File: src/rtl/hero_motion_ctrl.sv
// Hero position and bomb state, updated once per video frame, with one-frame collision rollback.
// Optional HERO_LIVES_EN adds death/lives/game_over handling; the default build omits those ports.
module hero_motion_ctrl #(
    parameter int START_X      = 320,
    parameter int START_Y      = 400,
    parameter int WALK_STEP    = 2,
    parameter int RISE_STEP    = 2,
    parameter int FALL_STEP    = 1,
    parameter int FUSE_FRAMES  = 30,
    parameter int BLAST_FRAMES = 15,
    parameter int BOMB_OFS_Y   = 18
) (
    input  logic       clk,
    input  logic       reset,
    input  logic       frame_tick,
    input  logic       btn_left,
    input  logic       btn_right,
    input  logic       btn_up,
    input  logic       btn_bomb,
    input  logic       coll,
`ifdef HERO_LIVES_EN
    input  logic       death,
    output logic [1:0] lives,
    output logic       game_over,
`endif
    output logic [9:0] char_pos_x,
    output logic [9:0] char_pos_y,
    output logic [9:0] bomb_pos_x,
    output logic [9:0] bomb_pos_y,
    output logic [3:0] b_cnt
);

    localparam int FUSE_W = $clog2((FUSE_FRAMES > BLAST_FRAMES) ? FUSE_FRAMES : BLAST_FRAMES);
    localparam logic [FUSE_W-1:0] FUSE_LAST  = FUSE_W'(FUSE_FRAMES - 1);
    localparam logic [FUSE_W-1:0] BLAST_LAST = FUSE_W'(BLAST_FRAMES - 1);
    localparam logic [9:0] START_X_V = 10'(START_X);
    localparam logic [9:0] START_Y_V = 10'(START_Y);
    localparam logic signed [11:0] WALK_S = 12'(WALK_STEP);
    localparam logic signed [11:0] RISE_S = 12'(RISE_STEP);
    localparam logic signed [11:0] FALL_S = 12'(FALL_STEP);

    typedef enum logic [1:0] {
        IDLE    = 2'd0,
        RESOLVE = 2'd1,
        MOVE    = 2'd2
    } state_t;

    state_t state_reg, state_next;

    // Index 0 is the x axis, index 1 the y axis.
    logic [9:0]        pos_reg  [2];
    logic [9:0]        prev_reg [2];
    logic [9:0]        sat_pos  [2];
    logic signed [11:0] delta   [2];

    logic              coll_seen_reg;
    logic              coll_hit_reg;
    logic              btn_bomb_d_reg;
    logic [9:0]        bomb_x_reg;
    logic [9:0]        bomb_y_reg;
    logic [3:0]        b_cnt_reg;
    logic [FUSE_W-1:0] fuse_cnt_reg;

    logic tick_ok;
    logic bomb_edge;
    logic death_evt;
    logic hold_pos;
    logic bomb_block;

    assign tick_ok   = frame_tick && (state_reg == IDLE);
    assign bomb_edge = btn_bomb && !btn_bomb_d_reg && !bomb_block;

    always_ff @(posedge clk) begin
        if (reset) begin
            state_reg <= IDLE;
        end else begin
            state_reg <= state_next;
        end
    end

    always_comb begin
        state_next = state_reg;
        case (state_reg)
            IDLE:    if (frame_tick) state_next = RESOLVE;
            RESOLVE: state_next = MOVE;
            MOVE:    state_next = IDLE;
            default: state_next = IDLE;
        endcase
    end

    always_comb begin
        delta[0] = 12'sd0;
        if (btn_left && !btn_right) begin
            delta[0] = -WALK_S;
        end else if (btn_right && !btn_left) begin
            delta[0] = WALK_S;
        end
        delta[1] = btn_up ? -RISE_S : FALL_S;
    end

    // Signed 12-bit candidate so a step past either edge clamps instead of wrapping.
    generate
        for (genvar gi = 0; gi < 2; gi++) begin : g_axis
            localparam logic signed [11:0] AXIS_MAX = (gi == 0) ? 12'sd634 : 12'sd474;
            logic signed [11:0] cand;
            assign cand = $signed({2'b00, pos_reg[gi]}) + delta[gi];
            assign sat_pos[gi] = (cand < 12'sd1)    ? 10'd1 :
                                 (cand > AXIS_MAX) ? AXIS_MAX[9:0] : cand[9:0];
        end
    endgenerate

    // The tick snapshots the frame's collision history before clearing it for the next frame.
    always_ff @(posedge clk) begin
        if (reset) begin
            coll_seen_reg <= 1'b0;
            coll_hit_reg  <= 1'b0;
        end else if (tick_ok) begin
            coll_seen_reg <= 1'b0;
            coll_hit_reg  <= coll_seen_reg;
        end else begin
            coll_seen_reg <= coll_seen_reg | coll;
        end
    end

    always_ff @(posedge clk) begin
        if (reset) begin
            pos_reg[0]  <= START_X_V;
            pos_reg[1]  <= START_Y_V;
            prev_reg[0] <= START_X_V;
            prev_reg[1] <= START_Y_V;
        end else if (death_evt) begin
            pos_reg[0]  <= START_X_V;
            pos_reg[1]  <= START_Y_V;
            prev_reg[0] <= START_X_V;
            prev_reg[1] <= START_Y_V;
        end else if (!hold_pos) begin
            for (int i = 0; i < 2; i++) begin
                if (state_reg == RESOLVE) begin
                    if (coll_hit_reg) begin
                        pos_reg[i] <= prev_reg[i];
                    end else begin
                        prev_reg[i] <= pos_reg[i];
                    end
                end else if (state_reg == MOVE) begin
                    prev_reg[i] <= pos_reg[i];
                    pos_reg[i]  <= sat_pos[i];
                end
            end
        end
    end

    always_ff @(posedge clk) begin
        if (reset) begin
            btn_bomb_d_reg <= 1'b0;
            bomb_x_reg     <= 10'd0;
            bomb_y_reg     <= 10'd0;
            b_cnt_reg      <= 4'd0;
            fuse_cnt_reg   <= '0;
        end else begin
            btn_bomb_d_reg <= btn_bomb;
            if (death_evt) begin
                b_cnt_reg    <= 4'd0;
                fuse_cnt_reg <= '0;
            end else if (bomb_edge && (b_cnt_reg == 4'd0)) begin
                // Position sampled here is pre-RESOLVE even when the tick lands in this cycle.
                bomb_x_reg   <= pos_reg[0];
                bomb_y_reg   <= pos_reg[1] + 10'(BOMB_OFS_Y);
                b_cnt_reg    <= 4'd1;
                fuse_cnt_reg <= '0;
            end else if (tick_ok && (b_cnt_reg != 4'd0)) begin
                if (fuse_cnt_reg == ((b_cnt_reg == 4'd3) ? BLAST_LAST : FUSE_LAST)) begin
                    fuse_cnt_reg <= '0;
                    b_cnt_reg    <= (b_cnt_reg == 4'd3) ? 4'd0 : b_cnt_reg + 4'd1;
                end else begin
                    fuse_cnt_reg <= fuse_cnt_reg + 1'b1;
                end
            end
        end
    end

`ifdef HERO_LIVES_EN
    logic [1:0] lives_reg;
    logic       game_over_reg;
    logic       skip_reg;

    // skip_reg suppresses the RESOLVE/MOVE pair that follows a death tick.
    always_ff @(posedge clk) begin
        if (reset) begin
            lives_reg     <= 2'd3;
            game_over_reg <= 1'b0;
            skip_reg      <= 1'b0;
        end else begin
            if (tick_ok) begin
                skip_reg <= death_evt;
            end
            if (death_evt) begin
                lives_reg <= lives_reg - 2'd1;
                if (lives_reg == 2'd1) begin
                    game_over_reg <= 1'b1;
                end
            end
        end
    end

    assign death_evt  = tick_ok && death && !game_over_reg;
    assign hold_pos   = skip_reg || game_over_reg;
    assign bomb_block = game_over_reg;
    assign lives      = lives_reg;
    assign game_over  = game_over_reg;
`else
    assign death_evt  = 1'b0;
    assign hold_pos   = 1'b0;
    assign bomb_block = 1'b0;
`endif

    assign char_pos_x = pos_reg[0];
    assign char_pos_y = pos_reg[1];
    assign bomb_pos_x = bomb_x_reg;
    assign bomb_pos_y = bomb_y_reg;
    assign b_cnt      = b_cnt_reg;

endmodule

File: config.mk
export PLATFORM = sky130hd
export DESIGN_NAME = hero_motion_ctrl
export DESIGN_NICKNAME = d
export VERILOG_FILES = /design/src/rtl/hero_motion_ctrl.sv
export SDC_FILE = /design/constraint.sdc
export NUM_CORES = 1
export LEC_CHECK = 0
export BUFFER_PORTS_ARGS = -buffer_cell sky130_fd_sc_hd__buf_4
export CAP_MARGIN = 20
export CORE_MARGIN = 2
export CORE_UTILIZATION = 43
export CTS_CLUSTER_SIZE = 24
export DETAILED_ROUTE_END_ITERATION = 12
export PLACE_DENSITY = 0.59
export SLEW_MARGIN = 5
export SYNTH_ARGS = -nofsm -noshare
export SYNTH_HDL_FRONTEND = slang
export SYNTH_SLANG_ARGS = --single-unit
File: constraint.sdc
create_clock -name clk -period 5.2 [get_ports clk]
set_clock_uncertainty 0.15 [all_clocks]
set_input_delay 0.26 -clock clk [delete_from_list [all_inputs] [get_ports clk]]
set_output_delay 0.26 -clock clk [all_outputs]
set_load 0.01 [all_outputs]
# Word-level counts from Yosys, hierarchy flattened
# Memories as Yosys holds them, arrays and structs flattened.
# Cells that the tools add are included.
# classes
n_addsub,5
order_cmp,4
eq_ne,5
muxes,37
n_bitwise,9
reduce_logical,18
# ops
op,n
two-way mux 10 bit,12
adder 11 x 12 -> 12 bit,2
less-than comparator 12 x 2 -> 1 bit (second input constant),2
two-way mux 12 bit,2
two-way mux 1 bit,17
greater-than comparator 12 x 10 -> 1 bit (second input constant),1
greater-than comparator 12 x 11 -> 1 bit (second input constant),1
adder 10 x 5 -> 10 bit (second input constant),1
two-way mux 5 bit,2
bitwise OR 1 bit,9
logical AND 1 bit,6
adder 5 x 1 -> 5 bit (second input constant),1
equality test 5 bit,1
adder 4 x 1 -> 4 bit (second input constant),1
equality test 4 x 2 -> 1 bit (second input constant),1
logical NOT 4 bit,1
two-way mux 2 bit,2
two-way mux 4 bit,1
case mux 2 bit (2 select lines),1
AND reduction 2 bit,2
nonzero test 2 bit,2
nonzero test 4 bit,1
OR reduction 2 bit,2
logical NOT 1 bit,3
4 further kinds,4
# word_totals
register_bits,34
ramBits,40
inputBits,8
output_inout_bits,44
elab_cells,89
memories,2
# mem_list
name,words,word_bits,read_ports,rd_ports_with_merged_regs,wr,line,source
pos_reg,2,10,2,0,2,51,logic [9:0] pos_reg [2];
prev_reg,2,10,2,0,2,52,logic [9:0] prev_reg [2];

# Depth between registers and ports, before layout
# Gate-level depths: netlist (run 1).
# logic_depth
depth_word,9
depth_mapped,16
mapped_depth_nobuf,14

# Worst setup path before layout (run 1)
# OpenSTA, ideal clock, no wires.
# synth_timing
path_kind,input -> register
startpoint,in btn_right
endpoint,"mem pos_reg[0][0], enable pin"
setup_time_ps,244
arrival_ps,3444
required_time_ps,4806
path_slack_ps,1362
stages,16
n_path_buf,3
path_cell_list,inv_1 -> ha_1 -> buf_2 -> buf_2 -> buf_1 -> xor2_1 -> ha_1 -> or3_1 -> a21oi_2 -> nor3_1 -> o21ba_1 -> or3_4 -> a21bo_1 -> a211oi_4 -> nor2b_2 -> o21a_1
# synth_lines
item,line,source
from (decl),17,"input logic btn_right,"
to (decl),51,

==> metrics.txt, run 1 <==
# TYPE chip_impl_metric gauge
chip_impl_metric{name="syn_avg_cell_area",unit="um2"} 9.16
chip_impl_metric{name="synthXorXnorAreaFrac",unit=""} 0.0594
chip_impl_metric{name="dieWidth",unit="um"} 105
chip_impl_metric{name="num_vias",unit=""} 3613
chip_impl_info{name="rsz0062_at_grt",value="no"} 1
chip_impl_metric{name="post-route-util",unit=""} 0.509
chip_impl_metric{name="synthesis.nets",unit=""} 512
chip_impl_metric{name="finalNonFillerCells",unit=""} 671
chip_impl_metric{name="gpl.final_weighted_congestion",unit=""} 0.844
chip_impl_info{name="cts_tree",value="yes"} 1
chip_impl_info{name="synth_top_family_by_area",value="simple AND/OR/NAND/NOR gates"} 1
chip_impl_metric{name="max_freq",unit="MHz"} 279
chip_impl_metric{name="drt_wl_total",unit="mm"} 10.8
chip_impl_metric{name="remaining_drc_errors",unit=""} 0
chip_impl_info{name="timing.setup.critical_path_class",value="register to register"} 1
chip_impl_metric{name="critical_path_required",unit="ns"} 5.15
chip_impl_metric{name="internal_reg_to_reg_setup_slack",unit="ns"} 1.62
chip_impl_metric{name="synth_cell_types",unit=""} 67
chip_impl_metric{name="cts_inserted_buffers",unit=""} 9
chip_impl_metric{name="postSynthRegisterBits",unit=""} 74
chip_impl_metric{name="nFillCells",unit=""} 975
chip_impl_metric{name="area_delta_synth_final",unit="%"} 16.7
chip_impl_metric{name="worst-path-max-fanout",unit=""} 7
chip_impl_info{name="synth_ff_type",value="sky130_fd_sc_hd__edfxtp_1"} 1
chip_impl_metric{name="place_hpwl",unit="mm"} 7.73
chip_impl_metric{name="timing.setup.tns",unit="ns"} 0
chip_impl_metric{name="timing.slew.headroom",unit=""} 0.271
chip_impl_info{name="worst_path_dominant_cell_family",value="compound AO/OA/AOI/OAI gates"} 1
chip_impl_info{name="critPathSlowestCell",value="sky130_fd_sc_hd__edfxtp_1"} 1
chip_impl_metric{name="viasPerCell",unit=""} 5.38
chip_impl_metric{name="port-buffer-count",unit=""} 51
chip_impl_metric{name="first_pass_iters",unit=""} 4
chip_impl_metric{name="multiplexer_area_fraction_after_synthesis",unit=""} 0.0116
chip_impl_metric{name="ctsHtreeMaxLevel",unit=""} 3
chip_impl_metric{name="setup-violations-final",unit=""} 0
chip_impl_metric{name="final_period_minus_worst_setup_slack",unit="ns"} 3.58
chip_impl_metric{name="grt.total_usage",unit=""} 0.200
chip_impl_metric{name="cts.sink_count",unit=""} 74
chip_impl_metric{name="placement_rows",unit=""} 37
chip_impl_metric{name="clk_latency",unit="ns"} 0.35
chip_impl_metric{name="peakVddDrop",unit="V"} 0.000126
chip_impl_metric{name="cts_max_path_buffers",unit=""} 2
chip_impl_metric{name="cpPeakStageDelay",unit="ns"} 0.51
chip_impl_metric{name="synth_compound_gate_area_share",unit=""} 0.189
chip_impl_info{name="cts.root.buffer_cell",value="sky130_fd_sc_hd__clkbuf_8"} 1
chip_impl_metric{name="grt_antenna_before_repair",unit=""} 0
chip_impl_info{name="crit_chain",value="ha_1 -> a21o_1 -> a21oi_1 -> a21boi_0 -> nor3b_1 -> o2111a_1 -> nor3_1 -> o22ai_1 -> o21ai_1 -> a32o_1"} 1
chip_impl_metric{name="total_leakage_power",unit="nW"} 1.96
chip_impl_metric{name="cell_count_post_placement",unit=""} 653
chip_impl_info{name="status",value="finished, final reports clean"} 1
chip_impl_metric{name="nNetsFinal",unit=""} 559
chip_impl_metric{name="hold_viol",unit=""} 0
chip_impl_metric{name="violation_count_after_the_first_detailed_route_iteration",unit=""} 181
chip_impl_metric{name="cap_violations",unit=""} 0
chip_impl_metric{name="postSynth.asyncResetShare",unit=""} 0
chip_impl_metric{name="antenna_cells_inserted",unit=""} 0
chip_impl_metric{name="num_io_pins",unit=""} 52
chip_impl_metric{name="design_power_total",unit="mW"} 1.43
chip_impl_metric{name="via_count_of_the_first_global_routing_pass",unit=""} 3390
chip_impl_metric{name="synth.cell_area",unit="um2"} 4420
chip_impl_metric{name="synth_enable_flop_cells",unit=""} 40
chip_impl_metric{name="data_arrival_time_of_the_worst_path",unit="ns"} 3.53
chip_impl_info{name="min-delay-path-class",value="input pin to register"} 1
chip_impl_metric{name="fin_hold_ws",unit="ns"} 0.0470
chip_impl_metric{name="wire_length_of_the_first_global_routing_pass",unit="mm"} 17.7
chip_impl_metric{name="dieArea",unit="um2"} 11100
chip_impl_info{name="worstSetupStartpointType",value="register"} 1
chip_impl_metric{name="antenna_left",unit=""} 0
chip_impl_metric{name="overflow",unit=""} 0
chip_impl_metric{name="seq_area_frac_synth",unit=""} 0.425
chip_impl_info{name="worstSetupEndpointType",value="register"} 1
chip_impl_metric{name="cts.clk_slew.worst_paths",unit="ns"} 0.09
chip_impl_metric{name="basic_gate_share_of_the_synthesized_area_counting_and_or_nand_and_nor_cells",unit=""} 0.216
chip_impl_metric{name="die_h",unit="um"} 105
chip_impl_metric{name="period_share",unit=""} 0.689
chip_impl_metric{name="number_of_warnings_reported_in_the_yosys_synthesis_log",unit=""} 0
chip_impl_metric{name="fraction_of_layout_instances_using_a_drive_strength_above_1",unit=""} 0.168
chip_impl_metric{name="initial_utilization",unit=""} 0.436
chip_impl_metric{name="critical_path_buf_inv_count",unit=""} 0
chip_impl_metric{name="cellPowerDensity",unit="nW/um2"} 277
chip_impl_metric{name="synth_adder_area_share",unit=""} 0.0611
chip_impl_metric{name="design.core.area",unit="um2"} 10100
chip_impl_metric{name="route.detailed.wl_per_inst",unit="um"} 16.0
chip_impl_metric{name="pins_over_their_slew_limit",unit=""} 0
chip_impl_metric{name="max_slew.worst_pin.slew",unit="ns"} 1.09
chip_impl_metric{name="cts_setup_buffers",unit=""} 0
chip_impl_metric{name="synth_cells",unit=""} 483
chip_impl_metric{name="pin_count_of_the_biggest_net_entering_global_routing",unit=""} 35
==> Yosys cell counts (4+ instances only) <==
library cell                n  area share
sky130_fd_sc_hd__nand2_1   56       0.048
sky130_fd_sc_hd__edfxtp_1  40        0.27
sky130_fd_sc_hd__a21oi_1   39       0.044
sky130_fd_sc_hd__nor2_1    39       0.033
sky130_fd_sc_hd__dfxtp_1   34        0.15
sky130_fd_sc_hd__o21ai_0   22       0.025
sky130_fd_sc_hd__ha_1      20       0.057
sky130_fd_sc_hd__nor2b_1   20       0.028
sky130_fd_sc_hd__nor3_1    19       0.021
sky130_fd_sc_hd__inv_1     17       0.014
sky130_fd_sc_hd__xnor2_1   17       0.034
sky130_fd_sc_hd__clkbuf_1  13       0.011
sky130_fd_sc_hd__xor2_1    13       0.026
sky130_fd_sc_hd__nand3_1   10       0.011
sky130_fd_sc_hd__a211oi_1   9       0.015
sky130_fd_sc_hd__nand4_1    8       0.011
sky130_fd_sc_hd__or2_2      8       0.011
sky130_fd_sc_hd__a21o_1     7       0.012
sky130_fd_sc_hd__and3_1     5      0.0071
sky130_fd_sc_hd__a21boi_0   4      0.0068
sky130_fd_sc_hd__a31oi_1    4      0.0057
sky130_fd_sc_hd__a32o_1     4      0.0091
sky130_fd_sc_hd__buf_1      4      0.0034
sky130_fd_sc_hd__mux2i_1    4      0.0091
sky130_fd_sc_hd__nand2b_1   4      0.0057
sky130_fd_sc_hd__o21a_1     4      0.0068
==> timing repair <==
item / 4_1_cts / 5_1_grt
hold endpoints to repair: 2 / 0
resized for setup: 0 / 0
hold buffers: 2 / 0
endpoints found under the setup margin: 0 / 0
==> final timing paths <==
kind            startpoint       endpoint  depth (start not counted)
max          pos_reg[1][3]  pos_reg[1][2]                         10
min                   coll  coll_seen_reg                          3
max reg2reg  pos_reg[1][3]  pos_reg[1][2]                         10
min reg2reg  bomb_pos_x[2]  bomb_pos_x[2]                          2
==> layer usage <==
| metal | share of wire | global-route usage |
|---|---|---|
| met4 | 0.0055 | 0.0371 |
| met3 | 0.047 | 0.0414 |
| met1 | 0.50 | 0.297 |
| met2 | 0.45 | 0.304 |
| met5 | 0 | 0 |
==> cells by family (layout without fill, tap and decap cells) <==
logic type,Yosys count,count (layout)
simple gates,190,190
compound gates,123,123
flops,74,74
buf+inv,40,92
xor+xnor,30,30
fa+ha+maj,21,21
mux,5,5
==> worst register-to-register path: cells and delay by family, from the launching register on <==
| kind | cells | cell delay [ns] |
|---|---|---|
| compound gates | 7 | 1.77 |
| flops | 1 | 0.51 |
| simple gates | 2 | 0.49 |
| fa+ha+maj | 1 | 0.40 |
==> area by class of cell <==
type / instances / area [um2] / share of cell area
multi-input cells: 369 / 2380 / 0.460
repair buffers: 59 / 448 / 0.0867
inverters: 17 / 63.8 / 0.0124
well taps: 136 / 170 / 0.0330
flip-flops and latches: 74 / 1880 / 0.364
clock buffers: 13 / 203 / 0.0393
clock inverters: 3 / 21.3 / 0.00412
==> stage by stage <==
step,area [um2],setup slack [ns]
3_3_place_gp,4920,1.64
4_1_cts,5160,1.68
5_1_grt,5160,1.44
2_1_floorplan,4420,1.36
6_report,5160,1.62
3_5_place_dp,4920,1.55
==> power by group <==
part | internal, mW | total, mW | switching [mW]
clock network | 0.263 | 0.484 | 0.221
logic | 0.111 | 0.268 | 0.157
registers | 0.647 | 0.676 | 0.0291
==> cell usage in the layout, fill, tap and decap left out, types with 4 or more instances in the layout <==
cell type	instances
sky130_fd_sc_hd__o21ai_0	22
sky130_fd_sc_hd__xor2_1	13
sky130_fd_sc_hd__buf_4	57
sky130_fd_sc_hd__nand4_1	8
sky130_fd_sc_hd__and3_1	5
sky130_fd_sc_hd__a21oi_1	38
sky130_fd_sc_hd__dfxtp_1	34
sky130_fd_sc_hd__nor3_1	19
sky130_fd_sc_hd__xnor2_1	17
sky130_fd_sc_hd__a32o_1	4
sky130_fd_sc_hd__nand2_1	56
sky130_fd_sc_hd__or2_2	8
sky130_fd_sc_hd__a211oi_1	9
sky130_fd_sc_hd__o21a_1	4
sky130_fd_sc_hd__a31oi_1	4
sky130_fd_sc_hd__inv_1	17
sky130_fd_sc_hd__edfxtp_1	40
sky130_fd_sc_hd__a21o_1	7
sky130_fd_sc_hd__nand2b_1	4
sky130_fd_sc_hd__nand3_1	10
sky130_fd_sc_hd__nor2_1	39
sky130_fd_sc_hd__a21boi_0	4
sky130_fd_sc_hd__mux2i_1	4
sky130_fd_sc_hd__ha_1	20
sky130_fd_sc_hd__clkbuf_8	9
sky130_fd_sc_hd__nor2b_1	20
Note: power is estimated with default switching activity, not from simulation.
==> inputs of run 2 (changes only) <==
==> constraint.sdc (replaced) <==
create_clock -name clk -period 3.3 [get_ports clk]
set_clock_uncertainty 0.15 [all_clocks]
set_input_delay 0.165 -clock clk [delete_from_list [all_inputs] [get_ports clk]]
set_output_delay 0.165 -clock clk [all_outputs]
set_load 0.01 [all_outputs]
==> run 2 against run 1 <==
Global-route usage up 1.3 points. Core utilization increased by 4.8 points. Final area rose by 9.4%.
==> metrics.txt, run 2 (synthesis results as in run 1) <==
# TYPE chip_impl_metric gauge
chip_impl_info{name="status",value="finished, final reports clean"} 1
chip_impl_metric{name="place_hpwl",unit="mm"} 8.82
chip_impl_metric{name="internal_reg_to_reg_setup_slack",unit="ns"} 0.08
chip_impl_metric{name="initial_utilization",unit=""} 0.436
chip_impl_metric{name="num_io_pins",unit=""} 52
chip_impl_info{name="worstSetupStartpointType",value="register"} 1
chip_impl_metric{name="clk_latency",unit="ns"} 0.34
chip_impl_metric{name="area_delta_synth_final",unit="%"} 27.8
chip_impl_metric{name="violation_count_after_the_first_detailed_route_iteration",unit=""} 222
chip_impl_metric{name="finalNonFillerCells",unit=""} 720
chip_impl_metric{name="min_delay_path_depth",unit=""} 2
chip_impl_info{name="worstHoldStart",value="reset"} 1
chip_impl_metric{name="cts_inserted_buffers",unit=""} 9
chip_impl_metric{name="antenna_left",unit=""} 0
chip_impl_metric{name="num_vias",unit=""} 3965
chip_impl_info{name="min-delay-path-class",value="input pin to register"} 1
chip_impl_metric{name="place_ws",unit="ns"} -0.0670
chip_impl_metric{name="setup-violations-final",unit=""} 0
chip_impl_metric{name="final_period_minus_worst_setup_slack",unit="ns"} 3.22
chip_impl_metric{name="cellPowerDensity",unit="nW/um2"} 402
chip_impl_metric{name="post-route-util",unit=""} 0.557
chip_impl_info{name="holdPathEnd",value="state_reg[0]"} 1
chip_impl_metric{name="drt_wl_total",unit="mm"} 11.9
chip_impl_info{name="timing.setup.critical_path_class",value="register to register"} 1
chip_impl_metric{name="reg2reg_depth",unit=""} 12
chip_impl_metric{name="overflow",unit=""} 0
chip_impl_metric{name="peakVddDrop",unit="V"} 0.000318
chip_impl_metric{name="max_slew.worst_pin.slew",unit="ns"} 1.04
chip_impl_metric{name="gpl.final_weighted_congestion",unit=""} 0.870
chip_impl_metric{name="route.detailed.wl_per_inst",unit="um"} 16.6
chip_impl_metric{name="timing.slew.headroom",unit=""} 0.307
chip_impl_info{name="r2r_start",value="pos_reg[0][1]"} 1
chip_impl_metric{name="layout_setup_ws",unit="ns"} 0.0843
chip_impl_metric{name="remaining_drc_errors",unit=""} 0
chip_impl_metric{name="placement_rows",unit=""} 37
chip_impl_metric{name="viasPerCell",unit=""} 5.51
chip_impl_metric{name="dpl-instance-area",unit="um2"} 5270
chip_impl_metric{name="cts_max_path_buffers",unit=""} 2
chip_impl_metric{name="cts.clk_slew.worst_paths",unit="ns"} 0.08
chip_impl_metric{name="cts.sink_count",unit=""} 74
chip_impl_metric{name="wire_length_of_the_first_global_routing_pass",unit="mm"} 18.8
chip_impl_metric{name="die_h",unit="um"} 105
chip_impl_metric{name="port-buffer-count",unit=""} 51
chip_impl_metric{name="antenna_cells_inserted",unit=""} 0
chip_impl_metric{name="grt.total_usage",unit=""} 0.213
chip_impl_info{name="mostFrequentLayoutCell",value="sky130_fd_sc_hd__buf_4"} 1
chip_impl_metric{name="first_pass_iters",unit=""} 4
chip_impl_metric{name="cap_violations",unit=""} 0
chip_impl_metric{name="max_freq",unit="MHz"} 311
chip_impl_metric{name="pins_over_their_slew_limit",unit=""} 0
chip_impl_metric{name="critical_path_required",unit="ns"} 3.33
chip_impl_metric{name="nNetsFinal",unit=""} 608
chip_impl_metric{name="period_share",unit=""} 0.974
chip_impl_metric{name="data_arrival_time_of_the_worst_path",unit="ns"} 3.25
chip_impl_metric{name="design.core.area",unit="um2"} 10100
chip_impl_info{name="rr_endpoint",value="pos_reg[0][2]"} 1
chip_impl_info{name="cts.root.buffer_cell",value="sky130_fd_sc_hd__clkbuf_8"} 1
chip_impl_metric{name="total_leakage_power",unit="nW"} 2.22
chip_impl_metric{name="worst-path-max-fanout",unit=""} 6
chip_impl_metric{name="dieArea",unit="um2"} 11100
chip_impl_metric{name="via_count_of_the_first_global_routing_pass",unit=""} 3701
chip_impl_info{name="cts_tree",value="yes"} 1
chip_impl_metric{name="fin_area",unit="um2"} 5650
chip_impl_metric{name="fraction_of_layout_instances_using_a_drive_strength_above_1",unit=""} 0.271
chip_impl_info{name="top_library_cells_by_usage_in_the_layout_fill_and_taps_aside",value="105 x sky130_fd_sc_hd__buf_4, 56 x sky130_fd_sc_hd__nand2_1, 40 x sky130_fd_sc_hd__edfxtp_1, 39 x sky130_fd_sc_hd__nor2_1, 36 x sky130_fd_sc_hd__a21oi_1"} 1
chip_impl_metric{name="nFillCells",unit=""} 940
chip_impl_metric{name="hold_viol",unit=""} 0
chip_impl_metric{name="grt_antenna_before_repair",unit=""} 0
chip_impl_metric{name="cell_count_post_placement",unit=""} 696
chip_impl_info{name="worstSetupEndpointType",value="register"} 1
chip_impl_metric{name="dieWidth",unit="um"} 105
chip_impl_metric{name="pin_count_of_the_biggest_net_entering_global_routing",unit=""} 35
chip_impl_metric{name="ctsHtreeMaxLevel",unit=""} 3
==> run 2: cell types whose count changed in the layout (fill, tap and decap cells not counted), moves of 2 or more <==
cell | previous run | this run
sky130_fd_sc_hd__clkbuf_16 | 3 | 1
sky130_fd_sc_hd__clkinv_2 | 0 | 2
sky130_fd_sc_hd__ha_1 | 20 | 16
sky130_fd_sc_hd__xnor2_1 | 17 | 15
sky130_fd_sc_hd__xor2_1 | 13 | 11
sky130_fd_sc_hd__ha_4 | 0 | 3
sky130_fd_sc_hd__buf_4 | 57 | 105
sky130_fd_sc_hd__a21oi_1 | 38 | 36
sky130_fd_sc_hd__xor2_2 | 0 | 2
sky130_fd_sc_hd__xnor2_2 | 0 | 2
==> run 2: critical path: stages, from the launching register on <==
cell,delay (ns)
sky130_fd_sc_hd__edfxtp_1,0.48
sky130_fd_sc_hd__ha_4,0.22
sky130_fd_sc_hd__ha_4,0.16
sky130_fd_sc_hd__or3_4,0.34
sky130_fd_sc_hd__a21oi_4,0.22
sky130_fd_sc_hd__nor3_2,0.06
sky130_fd_sc_hd__o21ba_1,0.17
sky130_fd_sc_hd__or3_4,0.33
sky130_fd_sc_hd__a21bo_1,0.21
sky130_fd_sc_hd__a211oi_4,0.33
sky130_fd_sc_hd__buf_4,0.18
sky130_fd_sc_hd__nand3_2,0.07
sky130_fd_sc_hd__o21ai_1,0.13
==> run 2: worst max path at each step <==
| stage | start | to | cells past startpoint |
|---|---|---|---|
| 3_5_place_dp | btn_right | pos_reg[0][2] | 16 |
| 3_3_place_gp | btn_right | pos_reg[0][4] | 15 |
| 6_report | pos_reg[0][1] | pos_reg[0][2] | 12 |
| 4_1_cts | pos_reg[1][0] | pos_reg[1][2] | 12 |
| 2_1_floorplan | btn_right | pos_reg[0][6] | 16 |
| 5_1_grt | pos_reg[1][1] | pos_reg[1][2] | 10 |
==> run 2: routing by layer <==
| layer | share of wire | track usage |
|---|---|---|
| met1 | 0.47 | 0.309 |
| met2 | 0.47 | 0.333 |
| met3 | 0.059 | 0.0353 |
| met4 | 0.0058 | 0.0514 |
| met5 | 0 | 0 |
==> run 2: layout make-up <==
| cell class | count | area (um2) | share of cell area |
|---|---|---|---|
| sequential | 74 | 1880 | 0.333 |
| inverter | 17 | 76.3 | 0.0135 |
| clock inverter | 5 | 33.8 | 0.00598 |
| clock buffer | 11 | 153 | 0.0270 |
| tap | 136 | 170 | 0.0301 |
| multi-input combinational | 369 | 2520 | 0.446 |
| timing repair buffer | 108 | 818 | 0.145 |
==> run 2: repair_timing <==
action                                  4_1_cts  5_1_grt
hold buffers                                  3        0
pin swaps                                     0        8
setup buffers                                 0        5
gates resized for setup                       1       22
hold endpoints to repair                      4        0
endpoints found under the setup margin        1       18
==> run 2: per-stage QoR <==
stage / hold slack, ns / setup TNS (ns) / total power, mW
4_1_cts: 0.0550 / 0 / 2.24
3_3_place_gp: 0.222 / -0.0570 / 1.56
3_5_place_dp: 0.227 / -0.369 / 1.57
5_1_grt: 0.0727 / -0.101 / 2.38
2_1_floorplan: 0.110 / -0.000478 / 1.38
6_report: 0.0630 / 0 / 2.27
==> run 2: where the power goes <==
group	switching, mW	internal [mW]
clock network	0.346	0.321
logic	0.298	0.254
registers	0.0347	1.02
